**config.mk**
```make
export PLATFORM = sky130hd
export DESIGN_NAME = queue_module
export DESIGN_NICKNAME = d
export VERILOG_FILES = /design/src/rtl/kpn_pkg.sv /design/src/rtl/queue_mem.sv /design/src/rtl/queue_module.sv
export SDC_FILE = /design/constraint.sdc
export NUM_CORES = 1
export LEC_CHECK = 0
export ABC_CLOCK_PERIOD_IN_PS = 3260
export CAP_MARGIN = 30
export CORE_MARGIN = 2
export CORE_UTILIZATION = 45
export DETAILED_ROUTE_END_ITERATION = 8
export PLACE_DENSITY = 0.72
export SETUP_SLACK_MARGIN = 0.4
export SYNTH_ARGS = -nofsm -noshare
export SYNTH_HDL_FRONTEND = slang
export SYNTH_SLANG_ARGS = --single-unit
export TNS_END_PERCENT = 20
```
**constraint.sdc**
```tcl
create_clock -name clk -period 3.26 [get_ports clk]
set_clock_uncertainty 0.05 [all_clocks]
set_input_delay 0.815 -clock clk [delete_from_list [all_inputs] [get_ports clk]]
set_output_delay 0.815 -clock clk [all_outputs]
set_load 0.02 [all_outputs]
```
**src/rtl/kpn_pkg.sv**
```systemverilog
// Shared types and constants for KPN channel blocks.
// Latency: n/a (declarations only).
// Backpressure: n/a.
package kpn_pkg;

  localparam int DATA_W = 16;

  typedef logic [DATA_W-1:0] token_t;

  // Ceiling log2 for sizing pointer and occupancy fields; returns 1 for v<=2.
  function automatic int clog2(input int v);
    int r;
    r = 0;
    while ((1 << r) < v) r++;
    return (r < 1) ? 1 : r;
  endfunction

endpackage

```
**src/rtl/queue_mem.sv**
```systemverilog
// Register-array storage for a KPN channel: one write port, one async read port, reset preload.
// Latency: write lands on the next rising edge; read data is combinational from the address.
// Backpressure: none; the controller decides when the write enable is safe.
module queue_mem
  import kpn_pkg::*;
#(
  parameter int                   DATA_W     = kpn_pkg::DATA_W,
  parameter int                   DEPTH      = 8,
  parameter int                   INIT_COUNT = 4,
  parameter logic [DATA_W-1:0]    INIT_BASE  = 1,
  parameter int                   AW         = $clog2(DEPTH)
) (
  input  logic              clk,
  input  logic              rst_n,
  input  logic              we,
  input  logic [AW-1:0]     waddr,
  input  logic [DATA_W-1:0] wdata,
  input  logic [AW-1:0]     raddr,
  output logic [DATA_W-1:0] rdata
);

  logic [DATA_W-1:0] mem [DEPTH];

  // Preload the first INIT_COUNT entries with an incrementing token sequence; write port otherwise.
  always_ff @(posedge clk or negedge rst_n) begin
    if (!rst_n) begin
      for (int i = 0; i < DEPTH; i++) begin
        mem[i] <= (i < INIT_COUNT) ? DATA_W'(INIT_BASE + DATA_W'(i)) : '0;
      end
    end else if (we) begin
      mem[waddr] <= wdata;
    end
  end

  assign rdata = mem[raddr];

endmodule

```
**src/rtl/queue_module.sv**
```systemverilog
// KPN FIFO channel with reset-preloaded tokens, registered read data and status flags.
// Latency: output_1 updates on the edge that accepts rd; writes visible to reads one edge later.
// Backpressure: rejected writes pulse overflow, rejected reads pulse underflow; a full queue accepts a write alongside a read.
module queue_module
  import kpn_pkg::*;
#(
  parameter int                DATA_W     = kpn_pkg::DATA_W,
  parameter int                DEPTH      = 8,
  parameter int                INIT_COUNT = 4,
  parameter logic [DATA_W-1:0] INIT_BASE  = 16'd1
) (
  input  logic                       clk,
  input  logic                       rst_n,
  input  logic                       rd,
  output logic [DATA_W-1:0]          output_1,
  input  logic                       wr,
  input  logic [DATA_W-1:0]          input_1,
  output logic                       full,
  output logic                       empty,
  output logic [$clog2(DEPTH+1)-1:0] count,
  output logic                       overflow,
  output logic                       underflow
);

  localparam int AW = $clog2(DEPTH);
  localparam int CW = $clog2(DEPTH + 1);

  logic [AW-1:0]     rd_ptr;
  logic [AW-1:0]     wr_ptr;
  logic [DATA_W-1:0] head;
  logic              rd_ok;
  logic              wr_ok;

  assign full  = (count == CW'(DEPTH));
  assign empty = (count == '0);

  // A full queue can still take a write when the same edge frees a slot; empty never bypasses.
  assign rd_ok = rd && !empty;
  assign wr_ok = wr && (!full || rd_ok);

  queue_mem #(
    .DATA_W     (DATA_W),
    .DEPTH      (DEPTH),
    .INIT_COUNT (INIT_COUNT),
    .INIT_BASE  (INIT_BASE),
    .AW         (AW)
  ) u_mem (
    .clk   (clk),
    .rst_n (rst_n),
    .we    (wr_ok),
    .waddr (wr_ptr),
    .wdata (input_1),
    .raddr (rd_ptr),
    .rdata (head)
  );

  // Pointer, occupancy, output register and one-cycle reject pulses.
  always_ff @(posedge clk or negedge rst_n) begin
    if (!rst_n) begin
      rd_ptr    <= '0;
      wr_ptr    <= AW'(INIT_COUNT % DEPTH);
      count     <= CW'(INIT_COUNT);
      output_1  <= '0;
      overflow  <= 1'b0;
      underflow <= 1'b0;
    end else begin
      overflow  <= wr && !wr_ok;
      underflow <= rd && !rd_ok;
      if (rd_ok) begin
        output_1 <= head;
        rd_ptr   <= rd_ptr + 1'b1;
      end
      if (wr_ok) begin
        wr_ptr <= wr_ptr + 1'b1;
      end
      case ({rd_ok, wr_ok})
        2'b10:   count <= count - 1'b1;
        2'b01:   count <= count + 1'b1;
        default: count <= count;
      endcase
    end
  end

endmodule

```
# [After elaboration in Yosys (flattened, before gate mapping)]
# Cells that the tools add are included.
[op_classes] bitwise_logic=2 n_addsub=4 n_eq_ne=3 reduce_logical=12 muxes=7 magnitude_cmp=3
[ops] op="bitwise mux 128 bit" count=1
[ops] op="binary-select mux 16 bit (select 3 bit)" count=1
[ops] op="demux 16 bit (select 3 bit)" count=1
[ops] op="2-to-1 mux 16 bit" count=3
[ops] op=">= comparator 4 bit, second input constant" count=2
[ops] op="NOT 3 -> 4 bit" count=2
[ops] op="one-hot mux 4 bit (2 select lines)" count=1
[ops] op="adder 3 x 1 -> 3 bit, second input constant" count=2
[ops] op="logical AND 1 bit" count=5
[ops] op="adder 4 x 1 -> 4 bit, second input constant" count=1
[ops] op="equality test 4 bit, second input constant" count=1
[ops] op="zero test 1 bit" count=4
[ops] op="zero test 4 bit" count=1
[ops] op="less-than comparator 4 x 1 -> 1 bit, second input constant" count=1
[ops] op="subtractor 4 x 1 -> 4 bit, second input constant" count=1
[ops] op="equality test 2 x 1 -> 1 bit, second input constant" count=1
[ops] op="equality test 2 bit, second input constant" count=1
[ops] op="nonzero test 2 bit" count=1
[ops] op="logical OR 1 bit" count=1
[word_totals] inputBits=20 reg_bits=156

# [Logic depth before layout (Yosys ltp)]
# Gate-level depths: netlist (run 1).
[depth] depth_word=7 mapped_depth=12

# [Modules after synthesis]
# From an unflattened synthesis (run 1), not the netlist that was laid out.
[unflattened] cells_unflattened=425 area_unflattened_um2=7179.4
[modules_own_cells] module="queue_mem" n_inst=1 area_each_um2=5933.2 seq_area_each_um2=3209.3 cells_per_inst=336
[modules_own_cells] module="queue_module" n_inst=1 area_each_um2=1246.2 seq_area_each_um2=703.2 cells_per_inst=89

# [Least setup slack after synthesis (run 1)]
# OpenSTA, ideal clock, no wires.
[synth_path] path_type="flip-flop to flip-flop" startpoint="register count[0]" endpoint="register count[3]" stages_incl_launch_ff=11 slack_ps=-59 n_path_buf=2 t_arrival_ps=3133 period_less_slack_ps=3319 path_cell_list="dfrtp_1 -> nor4_1 -> nand2b_1 -> buf_2 -> buf_2 -> ha_1 -> inv_1 -> ha_1 -> a21o_1 -> a2111oi_0 -> o31ai_1"
[synth_between] elab_chain_len=7
[synth_rtl] item="from (decl)" line_no="queue_module.sv:20" source="output logic [$clog2(DEPTH+1)-1:0] count,"
[synth_rtl] item="from (signal assigned)" line_no="queue_module.sv:62" source="count <= CW'(INIT_COUNT);"
[synth_rtl] item="from (signal assigned)" line_no="queue_module.sv:77" source="2'b10: count <= count - 1'b1;"
[synth_rtl] item="from (signal assigned)" line_no="queue_module.sv:78" source="2'b01: count <= count + 1'b1;"
[synth_rtl] item="zero test 4 bit *" line_no="queue_module.sv:35" source="assign empty = (count == '0);"
[synth_rtl] item="named net empty" line_no="queue_module.sv:19" source="output logic empty,"
[synth_rtl] item="zero test 1 bit *" line_no="queue_module.sv:38" source="assign rd_ok = rd && !empty;"
[synth_rtl] item="logical AND 1 bit *" line_no="queue_module.sv:38"
[synth_rtl] item="logical OR 1 bit" line_no="queue_module.sv:39" source="assign wr_ok = wr && (!full || rd_ok);"
[synth_rtl] item="logical AND 1 bit" line_no="queue_module.sv:39"
[synth_rtl] item="equality test 2 x 1 -> 1 bit or equality test 2 bit (tied branches)" line_no="queue_module.sv:76" source="case ({rd_ok, wr_ok})"
[synth_rtl] item="one-hot mux 4 bit (2 select lines) or nonzero test 2 bit (tied branches)"
# The timed path passes the listed nets; every way through them passes the cells marked *.
# A chain may end at the register's enable or synchronous reset.

# [Final worst setup path (run 1)]
[layout_path] startpoint="register count[3]" endpoint="output empty"
[layout_between] elab_chain_len=1
[layout_rtl] item="zero test 4 bit" line_no="queue_module.sv:35"
[layout_rtl] item="to (decl)" line_no="queue_module.sv:19"
# No other way between the ends.

==> results of run 1 <==
-- sequential cells by signal, summed over array words and instances, names as in the netlist --
register	count
count	4
output_1	16
overflow	1
rd_ptr	3
u_mem.mem	128
underflow	1
wr_ptr	3
-- final cells by class --
class / count / area, um2
Tap cell: 216 / 270
Inverter: 4 / 15.0
Multi-Input combinational cell: 310 / 3170
Fill cell: 1311 / 7330
Clock buffer: 27 / 523
Clock inverter: 5 / 128
Timing Repair Buffer: 54 / 539
Sequential cell: 156 / 3920
-- worst paths after layout --
kind	start	endpoint	slack (ps)	cells past startpoint
worst max-delay path	count[3]$_DFFE_PN0P_	empty	500	2
worst min-delay path	rst_n	u_mem.mem[82]$_DFFE_PN0P_	220	1
worst max register to register	count[1]$_DFFE_PN0P_	count[3]$_DFFE_PN0P_	700	11
worst min register to register	output_1[13]$_DFFE_PN0P_	output_1[13]$_DFFE_PN0P_	430	2
max in group asynchronous	rst_n	u_mem.mem[43]$_DFFE_PN0P_	2050	2
min in group clk	output_1[13]$_DFFE_PN0P_	output_1[13]$_DFFE_PN0P_	430	2
-- power by group --
group          leakage (nW)  switching, mW  internal [mW]  total, mW
clock network         0.314          0.742           1.41       2.15
logic                  1.58           1.64           2.12       3.76
registers              1.86          0.659           2.96       3.62
-- logic make-up (layout without fill, tap and decap cells) --
group                      Yosys count  in the layout  synth area share [%]
muxes                              196            196                  31.1
DFF                                156            156                  53.5
AOI/OAI and AO/OA                   54             54                  5.18
and+or+nand+nor                     48             48                  4.82
buffers and inverters               33             90                  3.51
adders and majority gates            6              6                  1.13
xor gates and xnor gates             6              6                 0.718
-- routing by layer --
layer	track usage, %	routed length [um]
met5	0	0
met3	3.51	352
met1	23.1	6840
met4	7.79	338
met2	31.7	7650
-- layout by cell type (no fill, tap or decap), types with 13 or more instances in the layout --
| cell type | count |
|---|---|
| mux2_4 | 30 |
| mux2i_1 | 33 |
| o21ai_1 | 13 |
| nand2_1 | 21 |
| dfrtp_1 | 145 |
| clkbuf_16 | 17 |
| mux2_2 | 133 |
| clkdlybuf4s50_1 | 42 |
| a221o_1 | 16 |
| o22ai_1 | 16 |
-- per-stage QoR --
stage                     std cells  total power, mW  setup slack [ps]  utilization, %  hold WS (ps)
final                           772             9.52               500            53.9           222
after detailed placement        740             7.39              50.3            49.7           425
after floorplan                 499             6.35               429               -           424
after global routing            772             10.1               419            53.9           229
after CTS                       772             9.59               476            53.8           215
after global placement          740             7.17               199            49.7           416
==> reports/metrics.yaml, run 1 <==
drt:
  wl_um: 15200
  drc_errors: 0
  wl_per_cell_um: 19.7
  drtIter0Drc: 236
  vias_per_cell: 5.48
  final_antenna_net_count: 0
  vias: 4234
  dr.pass1.iters: 4
clock_tree:
  numCtsBuffers: 17
  cts.repair.resized: 0
  clock-root-buffer: "clkbuf_16"
  clock-sinks: 156
  cts_tree: "done"
  clkLatencyLatePin_ps: 420
  h-tree-depth: 4
  cts_setup_buffers: 0
  cts_hold_buf: 0
  cts_buffer_depth: 2
  clk_pin_slew_worst_paths_ps: 60
floorplan:
  core_um2: 15900
  die_x_um: 131
  row_count: 46
  start_util_pct: 46.0
  ios: 44
  dieArea_um2: 17300
  fp.dieH_um: 131
finish:
  layout.nets: 569
  n_antenna_cell: 0
  areaGrowthSynthToFinish_pct: 17.0
  drive_gt1_share_pct: 41.0
  stdcell_area_um2: 8560
critical_path:
  start_kind: "flop"
  worst-path-max-fanout: 6
  critPathSlowestCell: "clkdlybuf4s50_1"
  cp_num_buf_inv: 1
  cp-end-kind: "primary output"
  path_class: "flop to primary output"
  arrival_ps: 1890
  crit_path_cell_trace: "nor4_4 -> clkdlybuf4s50_1"
  max_stage_delay_ps: 670
  required_ps: 2390
  critical-path-top-delay-family: "buffers and inverters"
sta:
  drv_slew: 0
  slew_headroom_pct: 40.1
  finalSetupViolCount: 0
  tightest_slew_ps: 899
  max_freq_ghz: 0.362
  period_share_pct: 84.7
  period_minus_slack_ps: 2760
  setup_tns_ps: 0
  hold_violations: 0
  rsz0062_at_grt: "no"
placement:
  gp_congestion: 0.757
  hpwlAfterDp_um: 9290
  io_buffers: 43
  dpl_cell_area_um2: 7900
yosys:
  dominantRegCellSynth: "dfrtp_1"
  synth_seq_area_share_pct: 53.5
  yosysUniqueCellTypes: 41
  synthCells: 499
  synth_area_um2: 7310
  synthTopCellsByCount: "dfrtp_1, mux2_2, mux2i_1"
  yosys.area.top_type: "dfrtp_1"
  ys_warn_count: 0
  synth_top_area_share_pct: 51.0
  syn_avg_cell_area_um2: 14.7
  async_reset_ff_share_pct: 100
  synthTopCellsByArea: "dfrtp_1, mux2_2, mux2_4"
  syn-num-nets: 525
  synth-edff-count: 0
  yosys.cell_count.top_type: "dfrtp_1"
  ys_ff_latch: 156
grt:
  gr-usage-all-layers_pct: 18.6
  grt_pass1_vias: 4600
  grt_overflow: 0
  antenna_found_initial: 0
  grt_pass1_wl_um: 24900
  grt_max_degree: 82
outcome:
  status: "finished, final reports clean"
pwr:
  p_leak_nw: 3.76
  powerDensity_nw_per_um2: 1110
  ir_drop_mv: 0.526
job:
  maxCapViolations: 0
hold_path:
  hp-class: "input pin to asynchronous set/reset pin"
(Power assumes the default switching activity.)
==> run 2, diff against run 1 <==
- ABC_CLOCK_PERIOD_IN_PS: 3260 -> 2610
- clock period: 3.26 -> 2.61 ns (I/O delays scaled with it)
==> run 2 against run 1 <==
Net effect:
- clock-buffer cell count decreased by 10
- critical path type is now input pin to flop
- critical endpoint is now count[3]$_DFFE_PN0P_
- combinational power grew 30%
- clock power grew 26%
==> reports/metrics.yaml, run 2 (synthesis results as in run 1) <==
sta:
  period_minus_slack_ps: 2310
  hold_violations: 0  # unchanged
  max_freq_ghz: 0.433
  period_share_pct: 88.6
  drv_slew: 0  # unchanged
  setup_tns_ps: 0  # unchanged
  holdWs_ps: 167  # -55.6 ps
  slew_headroom_pct: 56.9  # +17 points
  timing.final.ws_setup_ps: 299  # -202 ps
  rsz0062_at_grt: "yes"
  tightest_slew_ps: 644  # -255 ps
  finalSetupViolCount: 0  # unchanged
pwr:
  internal_power_mw: 8.17  # +26%
  swShare_pct: 32.2  # +0.34 points
  p_switching_mw: 3.88  # +28%
  p_leak_nw: 3.85  # +2.5%
  clkPwrFrac_pct: 22.4  # -0.2 points
  p_seq_share_pct: 37.2  # -0.8 points
  pwr-share-comb_pct: 40.5  # +1.0 points
  ir_drop_mv: 0.600  # +14%
  powerDensity_nw_per_um2: 1380  # +24%
drt:
  drtIter0Drc: 193  # -18%
  wl_per_cell_um: 19.5  # -1.0%
  vias_per_cell: 5.44  # -0.78%
  dr.pass1.iters: 4  # unchanged
  vias: 4277  # +1.0%
  wl_um: 15300  # +0.77%
  final_antenna_net_count: 0  # unchanged
  drc_errors: 0  # unchanged
critical_path:
  arrival_ps: 2560  # +670 ps
  required_ps: 2860  # +470 ps
  worst-path-max-fanout: 5  # -1
  cp-end-kind: "flop"
  critPathSlowestCell: "clkdlybuf4s50_1"
  crit_path_cell_trace: "clkdlybuf4s50_1 -> nand2b_2 -> nand2_4 -> inv_2 -> ha_4 -> inv_4 -> ha_4 -> a21o_1 -> a2111oi_2 -> o31ai_1"
  cpMostUsedCell: "ha_4"
  path_class: "input pin to flop"
  max_stage_delay_ps: 480  # -190 ps
  start_kind: "input pin"
grt:
  grt_pass1_vias: 4656  # +1.2%
  antenna_found_initial: 1  # +1
  gr-usage-all-layers_pct: 18.8  # +0.23 points
  grt_max_degree: 63  # -23%
  grt_overflow: 0  # unchanged
  grt_pass1_wl_um: 25200  # +1.0%
floorplan:
  core_um2: 15900  # unchanged
  die_x_um: 131  # unchanged
  ios: 44  # unchanged
  fp.dieH_um: 131  # unchanged
  row_count: 46  # unchanged
  dieArea_um2: 17300  # unchanged
  start_util_pct: 46.0  # unchanged
job:
  maxCapViolations: 0  # unchanged
placement:
  io_buffers: 43  # unchanged
  hpwlAfterDp_um: 9600  # +3.4%
  post-place-ws_ps: -97.2  # -148 ps
  gp_congestion: 0.761  # +0.53%
finish:
  top_register: "u_mem.mem"
  final_common_cell: "dfrtp_1"
  mostFrequentLayoutCells: "dfrtp_1, mux2_2, clkdlybuf4s50_1, mux2i_1, mux2_4"
  largest_reg_flops: 128  # unchanged
  drive_gt1_share_pct: 44.3  # +3.3 points
  reg_top3: "u_mem.mem (128), output_1 (16), count (4)"
  final_util_pct: 55.2  # +1.3 points
  layout.nets: 582  # +2.3%
  areaGrowthSynthToFinish_pct: 19.8
clock_tree:
  cts_hold_buf: 0  # unchanged
  clk_pin_slew_worst_paths_ps: 60  # about the same
  cts_tree: "done"
  clock-root-buffer: "clkbuf_16"
  numCtsBuffers: 17  # unchanged
  clock-sinks: 156  # unchanged
  cts_buffer_depth: 2  # unchanged
  h-tree-depth: 4  # unchanged
  clkLatencyLatePin_ps: 430  # about the same
outcome:
  status: "finished, final reports clean"
hold_path:
  hp-class: "input pin to asynchronous set/reset pin"
[run 2: cell types whose count changed in the layout (fill, tap and decap cells not counted), sizes merged]
cell           before  now
clkdlybuf4s50      42   39
clkdlybuf4s15       0    1
inv                 4    5
clkbuf             27   17
buf                12   25
diode               0    1
bufinv              4    5
clkinvlp            1    2
dlygate4sd2         0    2
clkinv              0    7
[run 2: metrics by stage]
stage | cell area, um2 | power (mW) | std cells
4_1_cts | 8730 | 12.1 | 783
5_1_grt | 8760 | 12.7 | 785
2_1_floorplan | 7400 | 7.99 | 499
3_3_place_gp | 8090 | 9.12 | 751
6_report | 8760 | 12.1 | 786
3_5_place_dp | 8090 | 9.39 | 751
[run 2: timing repair]
action | 4_1_cts | 5_1_grt
gates resized for setup | 3 | 3
buffers inserted | 0 | 2
endpoints found under the setup margin | 7 | 7
[run 2: path summary, 6_finish.rpt]
kind                                          startpoint                          to  slack, ps  depth (start not counted)
worst min-delay path                               rst_n  u_mem.mem[114]$_DFFE_PN0P_        170                          1
worst min register to register  output_1[14]$_DFFE_PN0P_    output_1[14]$_DFFE_PN0P_        430                          2
max in group asynchronous                          rst_n     output_1[6]$_DFFE_PN0P_       1670                          2
worst max-delay path                                  rd        count[3]$_DFFE_PN0P_        300                         10
min in group clk                output_1[14]$_DFFE_PN0P_    output_1[14]$_DFFE_PN0P_        430                          2
worst max register to register      count[1]$_DFFE_PN0P_        count[3]$_DFFE_PN0P_        350                         10
[run 2: routing by layer]
layer	track usage (%)	up-vias	share of wire (%)
li1	-	1944	-
met1	24.2	2245	44
met2	30.5	66	51
met3	4.44	22	3.2
met4	7.85	0	2.1
met5	0	-	0
[run 2: area by class of cell]
type                    count  area, um2
fillers                  1305       7120
flip-flops and latches    156       3920
multi-input cells         310       3210
repair buffers             67        697
clock buffers              17        425
well taps                 216        270
clock inverters            15        220
inverters                   4       17.5
diodes                      1       2.50
[run 2: power groups by stage]
stage	Sequential [mW]	Clock (mW)	Combinational (mW)
6_report	4.48	2.70	4.88
4_1_cts	4.48	2.75	4.91
3_3_place_gp	4.41	0	4.71
5_1_grt	4.63	2.85	5.24
2_1_floorplan	4.43	0	3.56
3_5_place_dp	4.51	0	4.88
[run 2: critical path: cells and delay by family]
kind	cells	cell delay, ps
adders and majority gates	2	350
buffers and inverters	3	600
AOI/OAI and AO/OA	3	640
and+or+nand+nor	2	310
